<file path="src/rtl/bcd_timer_ctrl_pkg.sv">
// Shared state encoding and BCD constants for the bcd_timer_ctrl down-timer.
// Optional auto-reload behaviour is enabled by defining BCD_TIMER_AUTO_RELOAD_EN.
package bcd_timer_ctrl_pkg;

  localparam int NIB_W = 4;
  localparam logic [NIB_W-1:0] BCD_MAX = 4'd9;

  typedef enum logic [1:0] {
    IDLE  = 2'd0,
    RUN   = 2'd1,
    PAUSE = 2'd2,
    DONE  = 2'd3
  } state_e;

  function automatic logic [NIB_W-1:0] bcd_clamp(input logic [NIB_W-1:0] nib);
    return (nib > BCD_MAX) ? BCD_MAX : nib;
  endfunction

endpackage

</file>
<file path="src/rtl/bcd_timer_ctrl_bcd_digit_dn.sv">
// One decade (0-9) down-counting digit with clamped parallel load and borrow chaining.
module bcd_digit_dn
  import bcd_timer_ctrl_pkg::*;
(
  input  logic             clk,
  input  logic             rst,
  input  logic             load,
  input  logic [NIB_W-1:0] load_nibble,
  input  logic             dec_en,
  output logic [NIB_W-1:0] digit,
  output logic             borrow_out
);

  logic [NIB_W-1:0] digit_q;
  logic [NIB_W-1:0] digit_d;

  // Next digit value: load wins over decrement; 0 wraps to 9 and borrows upward.
  always_comb begin
    digit_d = digit_q;
    if (load) begin
      digit_d = bcd_clamp(load_nibble);
    end else if (dec_en) begin
      digit_d = (digit_q == 4'd0) ? BCD_MAX : (digit_q - 4'd1);
    end else begin
      digit_d = digit_q;
    end
  end

  // Digit register.
  always_ff @(posedge clk or negedge rst) begin
    if (!rst) begin
      digit_q <= 4'd0;
    end else begin
      digit_q <= digit_d;
    end
  end

  assign digit      = digit_q;
  assign borrow_out = dec_en && (digit_q == 4'd0);

endmodule

</file>
<file path="src/rtl/bcd_timer_ctrl.sv">
// Programmable multi-digit BCD down-timer: FSM, prescaler and cascaded decade digits.
// Define BCD_TIMER_AUTO_RELOAD_EN to reload the stored preset instead of stopping at zero.
module bcd_timer_ctrl
  import bcd_timer_ctrl_pkg::*;
#(
  parameter int DIGITS   = 2,
  parameter int PRESCALE = 1
)(
  input  logic                    clk,
  input  logic                    rst,
  input  logic                    start,
  input  logic                    stop,
  input  logic                    load,
  input  logic [NIB_W*DIGITS-1:0] load_val,
  output logic [NIB_W*DIGITS-1:0] count,
  output logic                    running,
  output logic                    done,
  output logic                    tick
);

  localparam int CW = NIB_W * DIGITS;
  localparam int PW = 16;
  localparam logic [PW-1:0] PRESC_LAST = PW'(PRESCALE - 1);
  localparam logic [CW-1:0] COUNT_ONE  = CW'(1);
  localparam logic [CW-1:0] COUNT_ZERO = CW'(0);

  state_e        state_q, state_d;
  logic [PW-1:0] presc_q, presc_d;
  logic [CW-1:0] reload_q, reload_d;
  logic          running_q, running_d;
  logic          done_q, done_d;
  logic          tick_q, tick_d;

  logic [CW-1:0]   count_s;
  logic [CW-1:0]   load_clamped_s;
  logic [CW-1:0]   load_src_s;
  logic [DIGITS:0] borrow_s;
  logic            run_adv_s;
  logic            wrap_s;
  logic            last_dec_s;
  logic            reload_now_s;
  logic            dig_load_s;

  // Only an uninterrupted RUN cycle advances the prescaler; load/stop freeze it.
  assign run_adv_s  = (state_q == RUN) && !load && !stop;
  assign wrap_s     = run_adv_s && (presc_q == PRESC_LAST);
  assign last_dec_s = wrap_s && (count_s == COUNT_ONE);

`ifdef BCD_TIMER_AUTO_RELOAD_EN
  assign reload_now_s = last_dec_s && (reload_q != COUNT_ZERO);
`else
  assign reload_now_s = 1'b0;
`endif

  assign dig_load_s  = load || reload_now_s;
  assign load_src_s  = load ? load_val : reload_q;
  assign borrow_s[0] = wrap_s && !reload_now_s;

  for (genvar g = 0; g < DIGITS; g++) begin : g_digit
    assign load_clamped_s[g*NIB_W +: NIB_W] = bcd_clamp(load_val[g*NIB_W +: NIB_W]);

    bcd_digit_dn u_digit (
      .clk         (clk),
      .rst         (rst),
      .load        (dig_load_s),
      .load_nibble (load_src_s[g*NIB_W +: NIB_W]),
      .dec_en      (borrow_s[g]),
      .digit       (count_s[g*NIB_W +: NIB_W]),
      .borrow_out  (borrow_s[g+1])
    );
  end

  // State, prescaler, reload preset and registered status outputs.
  always_ff @(posedge clk or negedge rst) begin
    if (!rst) begin
      state_q   <= IDLE;
      presc_q   <= 16'd0;
      reload_q  <= COUNT_ZERO;
      running_q <= 1'b0;
      done_q    <= 1'b0;
      tick_q    <= 1'b0;
    end else begin
      state_q   <= state_d;
      presc_q   <= presc_d;
      reload_q  <= reload_d;
      running_q <= running_d;
      done_q    <= done_d;
      tick_q    <= tick_d;
    end
  end

  // Next state: load > stop > start; a top-digit borrow can only mean underflow, so park in DONE.
  always_comb begin
    state_d  = state_q;
    presc_d  = presc_q;
    reload_d = reload_q;
    if (load) begin
      state_d  = IDLE;
      presc_d  = 16'd0;
      reload_d = load_clamped_s;
    end else begin
      case (state_q)
        IDLE, PAUSE: begin
          if (stop) begin
            state_d = state_q;
          end else if (start) begin
            state_d = (count_s != COUNT_ZERO) ? RUN : DONE;
          end else begin
            state_d = state_q;
          end
        end
        RUN: begin
          if (stop) begin
            state_d = PAUSE;
          end else if (wrap_s) begin
            presc_d = 16'd0;
            if ((last_dec_s && !reload_now_s) || borrow_s[DIGITS]) begin
              state_d = DONE;
            end else begin
              state_d = RUN;
            end
          end else begin
            presc_d = presc_q + 16'd1;
          end
        end
        DONE:    state_d = DONE;
        default: state_d = IDLE;
      endcase
    end
  end

  // Status outputs are registered so they line up with the new count value.
  always_comb begin
    running_d = (state_d == RUN);
    done_d    = (state_d == DONE) || reload_now_s;
    tick_d    = wrap_s;
  end

  assign count   = count_s;
  assign running = running_q;
  assign done    = done_q;
  assign tick    = tick_q;

endmodule

</file>
<file path="config.mk">
export PLATFORM = sky130hd
export DESIGN_NAME = bcd_timer_ctrl
export DESIGN_NICKNAME = d
export VERILOG_FILES = /design/src/rtl/bcd_timer_ctrl_pkg.sv /design/src/rtl/bcd_timer_ctrl_bcd_digit_dn.sv /design/src/rtl/bcd_timer_ctrl.sv
export SDC_FILE = /design/constraint.sdc
export NUM_CORES = 1
export LEC_CHECK = 0
export BUFFER_PORTS_ARGS = -buffer_cell sky130_fd_sc_hd__buf_2
export CORE_UTILIZATION = 58
export CTS_CLUSTER_SIZE = 40
export DETAILED_ROUTE_END_ITERATION = 10
export PLACE_DENSITY = 0.85
export SLEW_MARGIN = 20
export SYNTH_ARGS = -nofsm -noshare
export SYNTH_HDL_FRONTEND = slang
export SYNTH_HIERARCHICAL = 1
export SYNTH_SLANG_ARGS = --single-unit
</file>
<file path="constraint.sdc">
create_clock -name clk -period 3.7 [get_ports clk]
set_clock_uncertainty 0.1 [all_clocks]
set_input_delay 1.11 -clock clk [delete_from_list [all_inputs] [get_ports clk]]
set_output_delay 1.11 -clock clk [all_outputs]
set_load 0.1 [all_outputs]
</file>
# Word-level counts from Yosys, hierarchy flattened
# Index checks and enable logic that the tools add are counted.
totals:
  inputBits: 13
  regBits: 37
op_classes:
  n_addsub: 3
  n_mux: 23
  order_cmp: 4
  eq_ne: 7
  reduce_logical: 19
ops:
  columns: ["operator", "count"]
  rows:
  - ["two-way mux 16 bit", 4]
  - ["two-way mux 4 bit", 10]
  - ["adder 16 x 1 -> 16 bit, second input constant", 1]
  - ["greater-than comparator 4 bit, second input constant", 4]
  - ["zero test 16 bit", 1]
  - ["two-way mux 2 bit", 7]
  - ["== test 8 x 1 -> 1 bit, second input constant", 1]
  - ["zero test 4 bit", 2]
  - ["two-way mux 8 bit", 1]
  - ["nonzero test 8 bit", 1]
  - ["subtractor 4 x 1 -> 4 bit, second input constant", 2]
  - ["== test 2 bit, second input constant", 3]
  - ["logical AND 1 bit", 6]
  - ["case mux 2 bit (3 select lines)", 1]
  - ["nonzero test 2 bit", 3]
  - ["== test 2 x 1 -> 1 bit, second input constant", 2]
  - ["zero test 1 bit", 2]
  - ["zero test 2 bit", 1]
  - ["!= test 2 x 1 -> 1 bit, second input constant", 1]
  - ["AND reduction 2 bit", 1]
  - ["OR reduction 2 bit", 1]
  - ["logical OR 1 bit", 1]

# Longest topological paths before layout
logic_depth:
  ltp_word: 13
  depth_mapped: 14

# Cells and area by module
# The synthesis kept the hierarchy.
by_module_without_submodules:
  columns: ["mod", "cells_per_inst", "seq_area_each_um2", "area_each_um2", "instances"]
  rows:
  - ["bcd_timer_ctrl", 188, 725.7, 1639.1, 1]
  - ["bcd_digit_dn", 23, 100.1, 245.2, 2]

# Worst setup path before layout
# No wires, ideal clock.
synth_timing:
  path_type: "input to register"
  from: "input stop"
  to: "register done_q (netlist: done)"
  path_stages: 11
  t_arrival_ns: 3.476
  slack_ns: 0.056
  path_cell_list: "or3b_1 -> buf_2 -> nor3_1 -> nor4b_4 -> nor2b_1 -> nor4b_4 -> nor2b_1 -> or2_2 -> a21oi_1 -> o21ai_1 -> and4b_1"
synth_between:
  elab_chain_cells: 12
  word_cells_on_any_way: 14
  classes_between: "eq/ne (1); mux (6); reduce/logical (7)"
synth_lines:
  columns: ["element", "line", "rtl"]
  rows:
  - ["start, declared", "bcd_timer_ctrl.sv:12", "input logic stop,"]
  - ["zero test 1 bit", "bcd_timer_ctrl.sv:45", "assign run_adv_s = (state_q == RUN) && !load && !stop;"]
  - ["logical AND 1 bit", "bcd_timer_ctrl.sv:45", null]
  - ["logical AND 1 bit", "bcd_timer_ctrl.sv:46", "assign wrap_s = run_adv_s && (presc_q == PRESC_LAST);"]
  - ["named net borrow_s[0]", "bcd_timer_ctrl.sv:37", "logic [DIGITS:0] borrow_s;"]
  - ["logical AND 1 bit", "bcd_timer_ctrl_bcd_digit_dn.sv:39", "assign borrow_out = dec_en && (digit_q == 4'd0);"]
  - ["named net borrow_s[1]", "bcd_timer_ctrl.sv:37", null]
  - ["logical AND 1 bit", "bcd_timer_ctrl_bcd_digit_dn.sv:39", null]
  - ["named net borrow_s[2]", "bcd_timer_ctrl.sv:37", null]
  - ["logical OR 1 bit", "bcd_timer_ctrl.sv:117", "if ((last_dec_s && !reload_now_s) || borrow_s[DIGITS]) begin"]
  - ["two-way mux 2 bit", "bcd_timer_ctrl.sv:117", null]
  - ["two-way mux 2 bit", "bcd_timer_ctrl.sv:115", "end else if (wrap_s) begin"]
  - ["two-way mux 2 bit", "bcd_timer_ctrl.sv:113", "if (stop) begin"]
  - ["case mux 2 bit (3 select lines)", "bcd_timer_ctrl.sv:102", "case (state_q)"]
  - ["two-way mux 2 bit", "bcd_timer_ctrl.sv:97", "if (load) begin"]
  - ["== test 2 bit", "bcd_timer_ctrl.sv:135", "done_d = (state_d == DONE) || reload_now_s;"]
  - ["named net done_d", "bcd_timer_ctrl.sv:31", "logic done_q, done_d;"]
  - ["end signal, assigned", "bcd_timer_ctrl.sv:87", "done_q <= done_d;"]
  - ["end, declared", "bcd_timer_ctrl.sv:31", null]
# The timed path passes the listed nets, and every way through them passes these cells.
# A chain may end at the register's enable or synchronous reset.

# Worst setup path after layout
# Ends and elaborated chain as after synthesis.

==> results_dict.tcl <==
set metrics [dict create \
    gr-total-overflow 0 \
    use_met1_pct 33.37 \
    max_freq_mhz 314.7 \
    grt.met3_usage_pct 6.752 \
    combPwrFrac_pct 21.4 \
    swShare_pct 35.61 \
    cp.required_ps 3890 \
    min_period_ps 3178 \
    syn-num-nets 249 \
    start_util_pct 62.34 \
    power_switching_uw 297.7 \
    synth-warning-count 6 \
    yosysUniqueCellTypes 47 \
    cts_tree "done" \
    dieArea_mm2 0.003918 \
    critPathMaxFanout 6 \
    ant_nets 0 \
    avgSynthCellArea_um2 9.101 \
    antenna_found_initial 0 \
    synth-main-ff-cell "dfrtp_1" \
    fp.dieW_um 62.60 \
    cts_resized 0 \
    numPortBuffers 23 \
    cp_cell_sequence "buf_2 > or3b_1 > nor3_1 > nor4b_4 > nor2b_1 > nor4b_4 > nor2b_1 > or2_2 > a21oi_1 > o21ai_1 > and4b_1" \
    power_density_mw_per_mm2 357.0 \
    placed_area_mm2 0.002291 \
    busiest_layer "met2" \
    grt_usage_pct 27.12 \
    fillers 279 \
    status "finished clean" \
    drc_errors 0 \
    syn_area_mm2 0.002130 \
    grt_pass1_wl_mm 8.197 \
    vias_per_cell 5.967 \
    hold_path.class "reg2reg" \
    syn_to_final_growth_pct 9.988 \
    rsz0062_at_grt "false" \
    leakage_nw 0.9579 \
    gp_congestion 0.8136 \
    yosysSeqAreaShare_pct 43.48 \
    max-slew-margin-rel_pct 46.03 \
    grt_use_met2_pct 44.29 \
    drt_iter0_drc 132 \
    dp_cells 297 \
    power_uw 836.2 \
    finalInstanceArea_mm2 0.002342 \
    dr.pass1.iters 4 \
    hold_violations 0 \
    ys_ff_latch 37 \
    path_class "in2reg" \
    row_count 21 \
    synthCells 234 \
    r2r-start "presc_q[0]" \
    final.setup.tns_ps 0 \
    clockRootBuffer "clkbuf_4" \
    n_antenna_cell 0 \
    coreArea_mm2 0.003416 \
    vias 1820 \
    slowest_delay_ps 400 \
    wire_per_inst_um 14.86 \
    routed_wl_mm 4.532 \
    final_cells 305 \
    crit_start "stop" \
    crit_path_end "done" \
    ir_drop_uv 256.1 \
    period_share_pct 85.88 \
    synth_edf_count 0 \
    cts_htree_levels 2 \
    clock_tree.buffer_depth 2 \
    pwr-share-seq_pct 53.8 \
    setup_viol 0 \
    grt_pass1_vias 1822 \
    grt_max_degree 48 \
    worstSetupStartpointType "input pin" \
    cp_data_arrival_time_ps 3370 \
    dp_hpwl_mm 3.242 \
    clock_sinks 37 \
    reg2regPathDepth 13 \
    die_y_um 62.60 \
    cts_buffers 5 \
    clockPowerShare_pct 24.8 \
    maxCapViolCount 0 \
    drv_slew 0 \
    cp-end-kind "register" \
    drive_gt1_share_pct 16.22 \
    io_pins 24 \
    critPathSlowestCell "or3b_1" \
    p_int_uw 538.4 \
    async_flop_share_pct 100.0 \
    cts.clk_slew.worst_paths_ps 110 \
    ctsHoldBuffers 0 \
    r2r_end "done" \
    clock_latency_ps 350 \
    final_nets 273 \
    post_cts_buffers 0 \
    r2r_slack_ps 620 \
    worstMarginPinSlew_ps 809.6 \
]
==> layer usage <==
| layer | wire, um | vias to the layer above |
|---|---|---|
| met5 | 0 | - |
| li1 | - | 908 |
| met4 | 104 | 0 |
| met2 | 2267 | 26 |
| met1 | 2038 | 877 |
| met3 | 122 | 9 |
==> placed cells by master, fill, tap and decap left out, types with 5 or more instances in the layout <==
cell type / netlist / layout
a21oi_1: 5 / 5
a31oi_1: 15 / 15
and3_1: 5 / 5
buf_2: 3 / 23
buf_4: 1 / 5
clkbuf_4: 0 / 5
dfrtp_1: 37 / 37
inv_1: 12 / 12
nand2_1: 22 / 22
nand2b_1: 11 / 11
nand3_1: 10 / 10
nand4_1: 7 / 7
nor2_1: 7 / 7
nor2b_1: 5 / 5
nor4_1: 5 / 5
o21ai_0: 14 / 14
o21ai_1: 12 / 12
xnor2_1: 5 / 5
==> area by class of cell <==
class	instances	area, um^2	share of cell area (%)
Clock inverter	2	10.01	0.4273
Inverter	12	45.04	1.923
Timing Repair Buffer	28	152.6	6.517
Multi-Input combinational cell	174	1110	47.38
Clock buffer	6	41.29	1.763
Sequential cell	37	925.9	39.53
Tap cell	46	57.56	2.457
==> sequential cells by signal, summed over array words and instances, names as in the netlist <==
register and count:
state_q 2, reload_q 8, tick 1, presc_q 16, g_digit.u_digit/digit 8, done 1
running 1
==> power by group through the flow <==
stage                     Sequential, mW  Combinational (mW)  Clock, mW
final                              0.450               0.179      0.207
after detailed placement           0.458               0.180          0
after global routing               0.453               0.192      0.229
after floorplan                    0.532              0.0554          0
after CTS                          0.450               0.180      0.212
after global placement             0.456               0.177          0
==> synth_stat cells, types with 3 or more instances <==
| cell type | instances | area, um^2 |
|---|---|---|
| or3_1 | 3 | 18.77 |
| o22ai_1 | 4 | 25.02 |
| nor2b_1 | 5 | 31.28 |
| dfrtp_1 | 37 | 925.9 |
| o21ai_0 | 14 | 70.07 |
| nand2_1 | 22 | 82.58 |
| nand3_1 | 10 | 50.05 |
| inv_1 | 12 | 45.04 |
| nand3b_1 | 4 | 30.03 |
| buf_2 | 3 | 15.01 |
| nand4_1 | 7 | 43.79 |
| nor4_1 | 5 | 31.28 |
| nor2_1 | 7 | 26.28 |
| a21oi_1 | 5 | 25.02 |
| a31oi_1 | 15 | 93.84 |
| o21ai_1 | 12 | 60.06 |
| clkbuf_1 | 6 | 22.52 |
| xnor2_1 | 5 | 43.79 |
| nand2b_1 | 11 | 68.82 |
| and3_1 | 5 | 31.28 |
| nor3_1 | 4 | 20.02 |
==> critical path, delay by kind of cell <==
kind / cells / cell delay [ps]
compound gates: 2 / 230
simple gates: 8 / 1900
buf+inv: 1 / 130
==> how the worst min path moves through the flow <==
stage | startpoint | to | slack (ps) | cells past startpoint
after floorplan | reload_q[5] | reload_q[5] | 350 | 2
after global placement | reload_q[6] | reload_q[6] | 380 | 2
after detailed placement | reload_q[6] | reload_q[6] | 390 | 2
after CTS | reload_q[5] | reload_q[5] | 410 | 2
after global routing | reload_q[7] | reload_q[7] | 450 | 2
final | reload_q[5] | reload_q[5] | 410 | 2
==> per-stage QoR <==
step	setup slack, ps	util [%]	hold WS (ps)
floorplan	56.06	-	353.0
global placement	280.8	67.07	375.5
detailed placement	149.3	67.07	387.4
CTS	519.6	68.57	412.4
global route	334.5	68.57	445.7
finish	522.3	68.57	406.0
==> kinds of logic after synthesis <==
group / after synthesis / synth area share [%]
AOI/OAI and AO/OA: 62 / 17.33
buffers and inverters: 23 / 4.406
muxes: 4 / 1.998
xor gates and xnor gates: 5 / 2.056
DFF: 37 / 43.48
adders and majority gates: 2 / 1.175
and+or+nand+nor: 101 / 29.55
Note: power is estimated with default switching activity, not from simulation.
